`src/rtl/fetch_pc_gen_pkg.sv`:
```
// Shared fetch-stage types: fetch IDs, predictor branch record, PC sequencer states.
package fetch_pc_gen_pkg;

  localparam int unsigned FETCH_BYTES_DEF = 16;
  localparam int unsigned FID_W_DEF       = 3;
  // Branch offset counts halfwords within one fetch block.
  localparam int unsigned OFFS_W          = $clog2(FETCH_BYTES_DEF) - 1;

  typedef logic [FID_W_DEF-1:0] FetchID_t;

  typedef struct packed {
    logic              valid;
    logic [30:0]       dst;
    logic [OFFS_W-1:0] offs;
    logic              isJump;
    logic              compr;
  } PredBranch;

  typedef enum logic [1:0] {
    RUN,
    HOLD,
    CLEAR
  } FetchPCState_t;

  function automatic logic [31:0] block_base(input logic [31:0] pc, input int unsigned bytes);
    logic [31:0] mask;
    mask = 32'(bytes) - 32'd1;
    return pc & ~mask;
  endfunction

endpackage

```
`src/rtl/fetch_next_pc.sv`:
```
// Combinational next-fetch-PC select: taken target, split-block continuation or fall-through.
module fetch_next_pc
  import fetch_pc_gen_pkg::*;
#(
  parameter int unsigned FETCH_BYTES = FETCH_BYTES_DEF
) (
  input  logic        en,
  input  logic [31:0] pc,
  input  PredBranch   pred_br,
  input  logic        branch_taken,
  input  logic        multiple_branches,
  output logic [31:0] next_pc
);

  PredBranch   pb;
  logic        taken;
  logic        multi;
  logic [31:0] base;
  logic [31:0] br;
  logic        unused_is_jump;

  assign unused_is_jump = pred_br.isJump;

  always_comb begin
    // Predictor fields are masked when not consumed so unknowns never reach the PC mux.
    pb    = en ? pred_br : '0;
    taken = en & branch_taken;
    multi = en & multiple_branches;

    base  = block_base(pc, FETCH_BYTES);
    br    = base + {{(31 - OFFS_W){1'b0}}, pb.offs, 1'b0};

    next_pc = base + 32'(FETCH_BYTES);
    if (pb.valid && taken) begin
      next_pc = {pb.dst, 1'b0};
    end else if (multi) begin
      next_pc = br + (pb.compr ? 32'd2 : 32'd4);
    end
  end

endmodule

```
`src/rtl/fetch_pc_gen.sv`:
```
// Fetch PC / fetch ID sequencer with redirect, ICache-clear hold and fetch-ID window control.
module fetch_pc_gen
  import fetch_pc_gen_pkg::*;
#(
  parameter int unsigned FETCH_BYTES  = FETCH_BYTES_DEF,
  parameter int unsigned FID_W        = FID_W_DEF,
  parameter logic [31:0] RESET_PC     = 32'h0,
  parameter int unsigned CLEAR_CYCLES = 4
) (
  input  logic             clk,
  input  logic             rst,
  input  logic             IN_mispr,
  input  logic [31:0]      IN_misprPC,
  input  logic [FID_W-1:0] IN_misprFetchID,
  input  logic             IN_clearICache,
  input  logic             IN_bpStall,
  input  logic             IN_ifStall,
  input  logic [FID_W-1:0] IN_comFetchID,
  input  PredBranch        IN_predBr,
  input  logic             IN_branchTaken,
  input  logic             IN_multipleBranches,
  output logic             OUT_pcValid,
  output logic [31:0]      OUT_pc,
  output logic [FID_W-1:0] OUT_fetchID,
  output logic             OUT_windowFull
);

  localparam int unsigned CNT_W = (CLEAR_CYCLES > 1) ? $clog2(CLEAR_CYCLES) : 1;

  logic [31:0]      pc;
  logic [FID_W-1:0] fetch_id;
  FetchPCState_t    state;
  logic [CNT_W-1:0] clear_cnt;
  logic [31:0]      next_pc;
  logic             window_full;
  logic             pc_valid;

  always_comb begin
    window_full = (fetch_id + FID_W'(1)) == IN_comFetchID;
    // A clear request wins over advance, so the block is not reported as consumed that cycle.
    pc_valid    = rst && (state != CLEAR) && !IN_bpStall && !IN_ifStall &&
                  !window_full && !IN_mispr && !IN_clearICache;
  end

  fetch_next_pc #(
    .FETCH_BYTES(FETCH_BYTES)
  ) u_next_pc (
    .en               (pc_valid),
    .pc               (pc),
    .pred_br          (IN_predBr),
    .branch_taken     (IN_branchTaken),
    .multiple_branches(IN_multipleBranches),
    .next_pc          (next_pc)
  );

  always_ff @(posedge clk) begin
    if (!rst) begin
      pc        <= RESET_PC;
      fetch_id  <= '0;
      state     <= RUN;
      clear_cnt <= '0;
    end else if (IN_mispr) begin
      pc       <= IN_misprPC;
      fetch_id <= IN_misprFetchID + FID_W'(1);
      if (state != CLEAR) begin
        state <= RUN;
      end
    end else if (IN_clearICache) begin
      state     <= (CLEAR_CYCLES > 1) ? CLEAR : RUN;
      clear_cnt <= CNT_W'(CLEAR_CYCLES - 1);
    end else if (state == CLEAR) begin
      // Request cycle plus CLEAR_CYCLES-1 counted cycles gives the full hold length.
      if (clear_cnt <= CNT_W'(1)) begin
        state     <= RUN;
        clear_cnt <= '0;
      end else begin
        clear_cnt <= clear_cnt - CNT_W'(1);
      end
    end else if (pc_valid) begin
      pc       <= next_pc;
      fetch_id <= fetch_id + FID_W'(1);
      state    <= RUN;
    end else begin
      state <= HOLD;
    end
  end

  always_comb begin
    OUT_pcValid    = pc_valid;
    OUT_pc         = pc;
    OUT_fetchID    = fetch_id;
    OUT_windowFull = window_full;
  end

endmodule

```
`config.mk`:
```
export PLATFORM = sky130hd
export DESIGN_NAME = fetch_pc_gen
export DESIGN_NICKNAME = d
export VERILOG_FILES = /design/src/rtl/fetch_pc_gen_pkg.sv /design/src/rtl/fetch_next_pc.sv /design/src/rtl/fetch_pc_gen.sv
export SDC_FILE = /design/constraint.sdc
export NUM_CORES = 1
export LEC_CHECK = 0
export ABC_CLOCK_PERIOD_IN_PS = 3600
export BUFFER_PORTS_ARGS = -buffer_cell sky130_fd_sc_hd__buf_2
export CAP_MARGIN = 10
export CORE_MARGIN = 10
export CORE_UTILIZATION = 45
export CTS_CLUSTER_SIZE = 30
export DETAILED_ROUTE_END_ITERATION = 16
export PLACE_DENSITY = 0.74
export SLEW_MARGIN = 20
export SYNTH_ARGS = -nofsm -noshare
export SYNTH_HDL_FRONTEND = slang
export SYNTH_HIERARCHICAL = 1
export SYNTH_SLANG_ARGS = --single-unit
```
`constraint.sdc`:
```
create_clock -name clk -period 3.6 [get_ports clk]
set_input_delay 0.9 -clock clk [delete_from_list [all_inputs] [get_ports clk]]
set_output_delay 0.9 -clock clk [all_outputs]
set_load 0.01 [all_outputs]
```
==> out/metrics.csv, run 1 <==
stage,metric,value,unit
outcome,status,completed,
finish,fill count,634,
cts,clock buffer depth,2,
finish,"commonest non-fill, non-tap cell in the layout",buf_2,
grt,initial antenna violation count,0,
floorplan,die width,103.7,um
sta,PnR worst setup slack,0.2759,ns
floorplan,starting density of the core,0.4637,
grt,grt total ovfl,0,
yosys,cell taking the most area after synthesis,dfxtp_1,
placement,DP HPWL,7.133,mm
finish,most frequent cells in the layout,"118 x buf_2, 39 x dfxtp_1, 38 x nand2_1",
detailed_routing,DRT iter0 DRCs,123,
yosys,Cells after Synth,383,
floorplan,row cnt,30,
placement,Post-Place Setup Slack,0.1199,ns
yosys,Synth cell types,50,
power,maximum vdd drop,0.1591,mV
yosys,area share of the largest cell type after synthesis,0.2478,
grt,largest net degree at the start of global routing,45,
finish,share of layout cells above drive strength 1,0.3245,
yosys,"Top FF cell, synth",dfxtp_1,
floorplan,Ports,120,
yosys,synth warn,6,
yosys,post-synthesis mux area share,0,
yosys,Post-synth EDFFs,0,
yosys,sequential area share after synthesis,0.2478,
sta,final setup TNS,0,ns
placement,RePlAce Congestion,0.8249,
power,total power,1.102,mW
sta,RSZ-0062 raised after global routing,false,
detailed_routing,residual DRC count,0,
finish,Antenna diodes,0,
cts,"Clk Latency, worst-skew pair",0.30,ns
setup_path,critical path endpoint category,flop,
yosys,Adder-Cell Fraction of Synth Area,0.01589,
sta,Tmin final,3.324,ns
cts,Clock Sink Count,39,
cts,Clock Tree Root,clkbuf_8,
finish,Multi-input gate area,2054,um2
yosys,Synth Area in Compound Gates,0.3443,
floorplan,Die H,103.7,um
grt,GRT Overall Usage,0.1699,
setup_path,critical path type,reg -> reg,
cts,"Reg clk slew, reported paths",0.08,ns
grt,global-route wire length before repair,15.78,mm
power,Leakage,1.668,nW
finish,synth-to-layout area growth,24.34,%
detailed_routing,Avg Vias per Cell,5.407,
sta,crit share post-route,0.9234,
job,MaxCap Viol Count,0,
cts,post_cts resized,0,
floorplan,area of the die,10750,um2
detailed_routing,WL per Instance,16.14,um
setup_path,data arrival time of the worst path,3.50,ns
detailed_routing,DR pass1 iterations,4,
detailed_routing,drt total wl,9.505,mm
detailed_routing,Post-DRT Antenna Nets,0,
yosys,Mean Syn Cell Area,8.226,um2
yosys,Area contributors post-synth,"dfxtp_1 25%, o221a_1 10%, a21boi_0 8.3%, xnor2_1 7.8%, nand2_1 4.5%",
power,power per cell area,281.3,nW/um2
yosys,xor/xnor share of the synthesized area,0.09055,
yosys,Simple-Gate Fraction of Synth Area,0.1978,
floorplan,core area,6794,um2
sta,fin. max-slew vios,0,
setup_path,worst-path fanout max,6,
finish,final net count,579,
yosys,cell area after synthesis,3151,um2
cts,H-tree Lvls,2,
sta,Setup Skew,0.009711,ns
sta,Max Fclk,300.8,MHz
cts,CTS tree,built,
setup_path,required time of the critical path,3.78,ns
cts,"Setup Fix Bufs, Post-CTS",0,
detailed_routing,via count,3185,
setup_path,CP startpoint kind,flop,
yosys,Post-synth ARST share,0,
yosys,largest family of logic cells by synthesized area,compound AO/OA/AOI/OAI gates,
yosys,Post-Syn Nets,470,
yosys,"flops & latches, synth",39,
sta,Final setup viols,0,
worst_hold_path,hold crit path type,reg -> reg,
cts,number of hold buffers added after CTS,0,
finish,final core occ,0.5766,
sta,endpoints failing hold,0,
cts,CTS buffer count,5,
grt,vias in the first global route,3233,
finish,FF/Latch Area,780.7,um2
placement,PortBufs,118,
-- sequential cells by signal (all words and copies together), names as in the netlist --
name         count
OUT_pc          32
OUT_fetchID      3
clear_cnt        2
state            2
-- cell families after synthesis --
| family | Yosys count |
|---|---|
| AOI/OAI and AO/OA | 128 |
| xor gates and xnor gates | 31 |
| adders and majority gates | 4 |
| buffers and inverters | 69 |
| DFF | 39 |
| other | 1 |
| and+or+nand+nor | 111 |
-- worst max-delay path, cell delays in order, from the launching register on --
cell and delay [ns]:
dfxtp_1 0.41, ha_1 0.32, xnor3_1 0.34, and3_1 0.21, nor2_1 0.29, and3_1 0.22
ha_1 0.15, o21ai_1 0.09, buf_4 0.18, a2111oi_2 0.36, buf_4 0.19, a21bo_1 0.11
a31oi_1 0.07, o221a_1 0.28
-- final cells by class --
cell class	instances	area share
Clock buffer	8	0.02555
Inverter	37	0.03545
Multi-Input combinational cell	275	0.5244
Sequential cell	39	0.1993
Tap cell	96	0.03066
Timing Repair Buffer	134	0.1846
-- Yosys cell counts, types with 2 or more instances --
cell       number
and3_1          9
a211oi_1        4
a2111oi_4       3
and2_1          2
nor2b_1         3
o221a_2         4
nand4_1         7
nand2b_1        3
o21ai_1        23
ha_1            4
a31oi_1         2
nand3_1        15
xor2_1          2
buf_4           3
buf_2           6
o221a_1        29
a21boi_0       35
buf_6           6
nand2_1        38
xnor2_1        28
inv_1          37
nor3_1          6
o31ai_1         3
a2111oi_2       3
clkbuf_1       16
a21oi_1        10
nor3b_1         3
nor2_1         10
and4_1          4
o21ai_0         4
nor4_2          4
dfxtp_1        39
-- final timing paths --
path,startpoint,to,slack [ns],cells past startpoint
hold reg to reg,clear_cnt[0]$_SDFFE_PN0P_,clear_cnt[0]$_SDFFE_PN0P_,0.51,2
setup reg to reg,OUT_fetchID[0]$_SDFFE_PN0P_,OUT_pc[23]$_SDFFE_PN0P_,0.28,13
setup / recovery,OUT_fetchID[0]$_SDFFE_PN0P_,OUT_pc[23]$_SDFFE_PN0P_,0.28,13
hold / removal,clear_cnt[0]$_SDFFE_PN0P_,clear_cnt[0]$_SDFFE_PN0P_,0.51,2
-- report_power, final --
part           internal (mW)  switching [mW]
Clock                  0.175           0.161
Sequential             0.464          0.0443
Combinational          0.134           0.124
-- per-stage QoR --
step / hold slack, ns / instance area (um2) / instances
final: 0.5088 / 3918 / 589
after global routing: 0.5395 / 3918 / 589
after CTS: 0.5112 / 3918 / 589
after detailed placement: 0.4996 / 3817 / 581
after global placement: 0.4744 / 3817 / 581
after floorplan: 0.4632 / 3151 / 383
-- per-layer routing --
metal  global-route usage  wire length (um)  part of all wire  vias up
li1                     -                 -                 -     1608
met1               0.2138              4394              0.46     1455
met2               0.2698              4225              0.44      107
met3              0.05514               748             0.079       15
met4              0.04871               136             0.014        0
met5                    0                 0                 0        -
(Power assumes the default switching activity.)
==> inputs of run 2 (changes only) <==
Settings changed: CORE_MARGIN 10 to 3.
==> run 2 against run 1 <==
Worst hold slack got worse by 0.0066 ns. Clock power rose by 1%. Sequential cell count did not move. Routed wire length fell by 5.5%. Combinational power barely moved. Setup slack improved by 0.017 ns. Highest routed layer unchanged.
==> out/metrics.csv, run 2 (synthesis results as in run 1) <==
stage,metric,value,unit
outcome,status,completed,
setup_path,CP startpoint kind,flop,
detailed_routing,DR pass1 iterations,4,
detailed_routing,Avg Vias per Cell,5.450,
finish,"commonest non-fill, non-tap cell in the layout",buf_2,
sta,PnR worst setup slack,0.2925,ns
finish,max reg flops,32,
cts,Clock Tree Root,clkbuf_8,
detailed_routing,residual DRC count,0,
sta,Max Fclk,302.3,MHz
cts,clock buffer depth,2,
finish,final net count,578,
finish,"final std cell area, no fill",3931,um2
cts,"Setup Fix Bufs, Post-CTS",0,
sta,endpoints failing hold,0,
floorplan,core area,6568,um2
cts,"Clk Latency, worst-skew pair",0.29,ns
placement,DP Cell Count,577,
cts,number of hold buffers added after CTS,0,
detailed_routing,DRT iter0 DRCs,111,
placement,RePlAce Congestion,0.7903,
placement,placed instance area,3831,um2
floorplan,row cnt,29,
setup_path,crit path from,OUT_fetchID[0]$_SDFFE_PN0P_,
sta,fin. max-slew vios,0,
job,MaxCap Viol Count,0,
grt,initial antenna violation count,0,
grt,vias in the first global route,3187,
floorplan,die width,89.67,um
cts,CTS buffer count,5,
power,switching part of the total,0.3018,
power,power share of the clock group,0.306,
setup_path,required time of the critical path,3.79,ns
power,Leakage,1.672,nW
finish,share of layout cells above drive strength 1,0.3232,
floorplan,Die H,89.67,um
sta,Worst-Margin Slew,0.6987,ns
floorplan,starting density of the core,0.4797,
sta,Tmin final,3.308,ns
cts,"Reg clk slew, reported paths",0.08,ns
power,internal power,0.7748,mW
floorplan,area of the die,8041,um2
grt,grt total ovfl,0,
sta,RSZ-0062 raised after global routing,false,
setup_path,critical path endpoint category,flop,
power,power per cell area,282.3,nW/um2
sta,Setup Skew,0.002117,ns
sta,final setup TNS,0,ns
finish,Antenna diodes,0,
grt,largest net degree at the start of global routing,45,
sta,crit share post-route,0.9188,
worst_hold_path,hold crit path type,reg -> reg,
cts,post_cts resized,0,
sta,max_slew headroom,0.5339,
cts,Clock Sink Count,39,
power,switching power,0.3350,mW
detailed_routing,Post-DRT Antenna Nets,0,
power,combinational power share,0.235,
setup_path,worst-path fanout max,10,
setup_path,data arrival time of the worst path,3.50,ns
placement,Post-Place Setup Slack,0.03211,ns
power,total power,1.110,mW
finish,final core occ,0.5986,
setup_path,Reg2Reg Launch Point,OUT_fetchID[0]$_SDFFE_PN0P_,
grt,GRT Overall Usage,0.2249,
grt,global-route wire length before repair,14.46,mm
power,maximum vdd drop,0.2134,mV
finish,Final Non-Filler Cells,585,
detailed_routing,WL per Instance,15.35,um
setup_path,critical path type,reg -> reg,
placement,PortBufs,118,
floorplan,Ports,120,
setup_path,R2R setup slack,0.29,ns
power,Reg power frac,0.458,
detailed_routing,via count,3188,
detailed_routing,drt total wl,8.980,mm
worst_hold_path,HP Start,clear_cnt[0]$_SDFFE_PN0P_,
cts,H-tree Lvls,2,
finish,synth-to-layout area growth,24.78,%
placement,DP HPWL,6.576,mm
sta,Final setup viols,0,
sta,worst hold slack,0.5023,ns
cts,CTS tree,built,
finish,most frequent cells in the layout,"118 x buf_2, 39 x dfxtp_1, 38 x nand2_1",
run 2: cell count changes in the layout (fill, tap and decap cells not counted), sizes merged:
cell | before | now
buf | 134 | 133
run 2: routing by layer:
layer  vias up  share of wire  global-route usage
li1       1610              -                   -
met1      1484           0.44              0.2701
met2        80           0.49              0.4003
met5         -              0                   0
met4         0          0.015             0.06360
met3        14          0.058             0.05018
run 2: layout make-up:
| type | instances | area (um2) |
|---|---|---|
| well taps | 93 | 116.4 |
| repair buffers | 133 | 740.7 |
| clock buffers | 8 | 100.1 |
| fillers | 614 | 2636 |
| multi-input cells | 275 | 2054 |
| flip-flops and latches | 39 | 780.7 |
| inverters | 37 | 138.9 |
run 2: power groups by stage:
| stage | Clock [mW] | Sequential, mW | Combinational, mW |
|---|---|---|---|
| floorplan | 0 | 0.522 | 0.143 |
| global placement | 0 | 0.516 | 0.254 |
| detailed placement | 0 | 0.518 | 0.261 |
| CTS | 0.339 | 0.508 | 0.262 |
| global route | 0.360 | 0.515 | 0.289 |
| finish | 0.340 | 0.509 | 0.261 |
run 2: critical path, cell delays in order (launching register included):
cell	delay, ns
dfxtp_1	0.42
ha_1	0.32
xnor3_1	0.34
and3_1	0.20
nor2_1	0.21
and3_1	0.20
ha_1	0.15
o21ai_1	0.16
buf_12	0.19
a2111oi_1	0.50
xnor2_1	0.18
o21ai_1	0.07
o221a_1	0.27
run 2: worst paths after layout:
| kind | to | cells past startpoint |
|---|---|---|
| setup / recovery | OUT_pc[21]$_SDFFE_PN0P_ | 12 |
| hold / removal | clear_cnt[0]$_SDFFE_PN0P_ | 2 |
| setup reg to reg | OUT_pc[21]$_SDFFE_PN0P_ | 12 |
| hold reg to reg | clear_cnt[0]$_SDFFE_PN0P_ | 2 |
==> inputs of run 3 (changes only) <==
Settings changed: CORE_UTILIZATION 45 to 30, PLACE_DENSITY 0.74 to default.
==> run 3 against run 2 <==
Sequential share of layout area decreased by 0.16 points. Final cell count increased by 7.0%. Critical path depth increased by 1. Core utilization decreased by 20 points. Die area increased by 46%. Global-route usage decreased by 6.1 points. Sequential power about the same. Final area increased by 0.80%. Largest power group unchanged.
==> out/metrics.csv, run 3 (synthesis results as in run 1) <==
stage,metric,value,unit
floorplan,Ports,120,
setup_path,Reg2Reg Launch Point,OUT_fetchID[0]$_SDFFE_PN0P_,
grt,GRT Overall Usage,0.1642,
cts,number of hold buffers added after CTS,0,
finish,most frequent cells in the layout,"118 x buf_2, 39 x dfxtp_1, 38 x nand2_1",
placement,placed instance area,3875,um2
floorplan,starting density of the core,0.3151,
cts,post_cts resized,0,
floorplan,die width,108.5,um
sta,Worst-Margin Slew,0.8225,ns
power,total power,1.075,mW
cts,Clock Sink Count,39,
cts,clock buffer depth,2,
power,power per cell area,271.3,nW/um2
detailed_routing,residual DRC count,0,
power,Leakage,1.669,nW
grt,vias in the first global route,3054,
setup_path,required time of the critical path,3.78,ns
setup_path,critical path type,reg -> reg,
placement,RePlAce Congestion,0.7606,
job,MaxCap Viol Count,0,
floorplan,core area,10000,um2
detailed_routing,DRT iter0 DRCs,126,
outcome,status,completed,
floorplan,row cnt,36,
sta,Tmin final,3.314,ns
grt,GR Layer Usage met3,0.03582,
placement,DP HPWL,7.061,mm
cts,"Clk Latency, worst-skew pair",0.29,ns
detailed_routing,Post-DRT Antenna Nets,0,
cts,CTS tree,built,
detailed_routing,via count,3154,
sta,crit share post-route,0.9205,
sta,max_slew headroom,0.4501,
finish,Antenna diodes,0,
cts,"Reg clk slew, reported paths",0.08,ns
detailed_routing,Avg Vias per Cell,5.038,
placement,DP Cell Count,619,
worst_hold_path,HP Start,clear_cnt[0]$_SDFFE_PN0P_,
grt,grt total ovfl,0,
floorplan,Die H,108.5,um
finish,final core occ,0.3963,
grt,Most Crowded Layer GR,met2,
grt,initial antenna violation count,1,
sta,final setup TNS,0,ns
setup_path,crit path from,OUT_fetchID[0]$_SDFFE_PN0P_,
cts,"Setup Fix Bufs, Post-CTS",0,
finish,"final std cell area, no fill",3963,um2
detailed_routing,WL per Instance,15.38,um
setup_path,critical path endpoint category,flop,
sta,worst hold slack,0.5035,ns
placement,Post-Place Setup Slack,0.09173,ns
sta,PnR worst setup slack,0.2863,ns
finish,"commonest non-fill, non-tap cell in the layout",buf_2,
finish,final net count,580,
sta,fin. max-slew vios,0,
finish,share of layout cells above drive strength 1,0.3286,
sta,endpoints failing hold,0,
detailed_routing,drt total wl,9.628,mm
finish,Final Non-Filler Cells,626,
power,maximum vdd drop,0.1379,mV
setup_path,CP startpoint kind,flop,
finish,max reg flops,32,
finish,synth-to-layout area growth,25.77,%
grt,global-route wire length before repair,15.55,mm
setup_path,data arrival time of the worst path,3.50,ns
grt,met2 usage,0.2780,
sta,Final setup viols,0,
cts,CTS buffer count,5,
sta,RSZ-0062 raised after global routing,false,
sta,Max Fclk,301.8,MHz
floorplan,area of the die,11770,um2
cts,H-tree Lvls,2,
worst_hold_path,hold crit path type,reg -> reg,
detailed_routing,DR pass1 iterations,4,
grt,met1 GRT Util,0.2156,
setup_path,worst-path fanout max,6,
cts,Clock Tree Root,clkbuf_8,
grt,largest net degree at the start of global routing,45,
sta,Setup Skew,0.006308,ns
placement,PortBufs,118,
-- run 3: changes by cell type in the layout (fill, tap and decap cells not counted), sizes merged --
cell    previous run  this run
clkinv             0         1
buf              133       135
clkbuf             8         6
-- run 3: where the power goes --
| group | total, mW | internal [mW] | switching (mW) | leakage (nW) |
|---|---|---|---|---|
| Clock | 0.310 | 0.151 | 0.159 | 0.0470 |
| Sequential | 0.508 | 0.464 | 0.0444 | 0.324 |
| Combinational | 0.258 | 0.134 | 0.124 | 1.30 |
-- run 3: cell type report --
class                   instances  area (um2)
well taps                     133       166.4
clock inverters                 1       5.005
inverters                      37       138.9
flip-flops and latches         39       780.7
clock buffers                   6       82.58
repair buffers                135       730.7
multi-input cells             275        2058
fillers                      1082        6037
-- run 3: path summary, 6_finish.rpt --
kind / depth (start not counted) / to / slack [ns]
min reg2reg: 2 / clear_cnt[0]$_SDFFE_PN0P_ / 0.50
min: 2 / clear_cnt[0]$_SDFFE_PN0P_ / 0.50
max reg2reg: 13 / OUT_pc[27]$_SDFFE_PN0P_ / 0.29
max: 13 / OUT_pc[27]$_SDFFE_PN0P_ / 0.29
-- run 3: metal layers --
| layer | routed length, um | vias to the layer above | part of all wire |
|---|---|---|---|
| li1 | - | 1606 | - |
| met1 | 4364 | 1444 | 0.45 |
| met2 | 4622 | 96 | 0.48 |
| met3 | 572 | 6 | 0.059 |
| met4 | 54 | 2 | 0.0056 |
| met5 | 13 | - | 0.0014 |
-- run 3: critical path, stage by stage, from the launching register on --
cell       delay (ns)
dfxtp_1          0.41
ha_1             0.31
xnor3_1          0.35
and3_1           0.21
nor2_1           0.26
buf_4            0.19
o21ai_0          0.11
ha_1             0.25
o21ai_2          0.26
buf_4            0.21
a2111oi_4        0.08
xnor2_1          0.23
o21ai_1          0.08
o221a_1          0.26
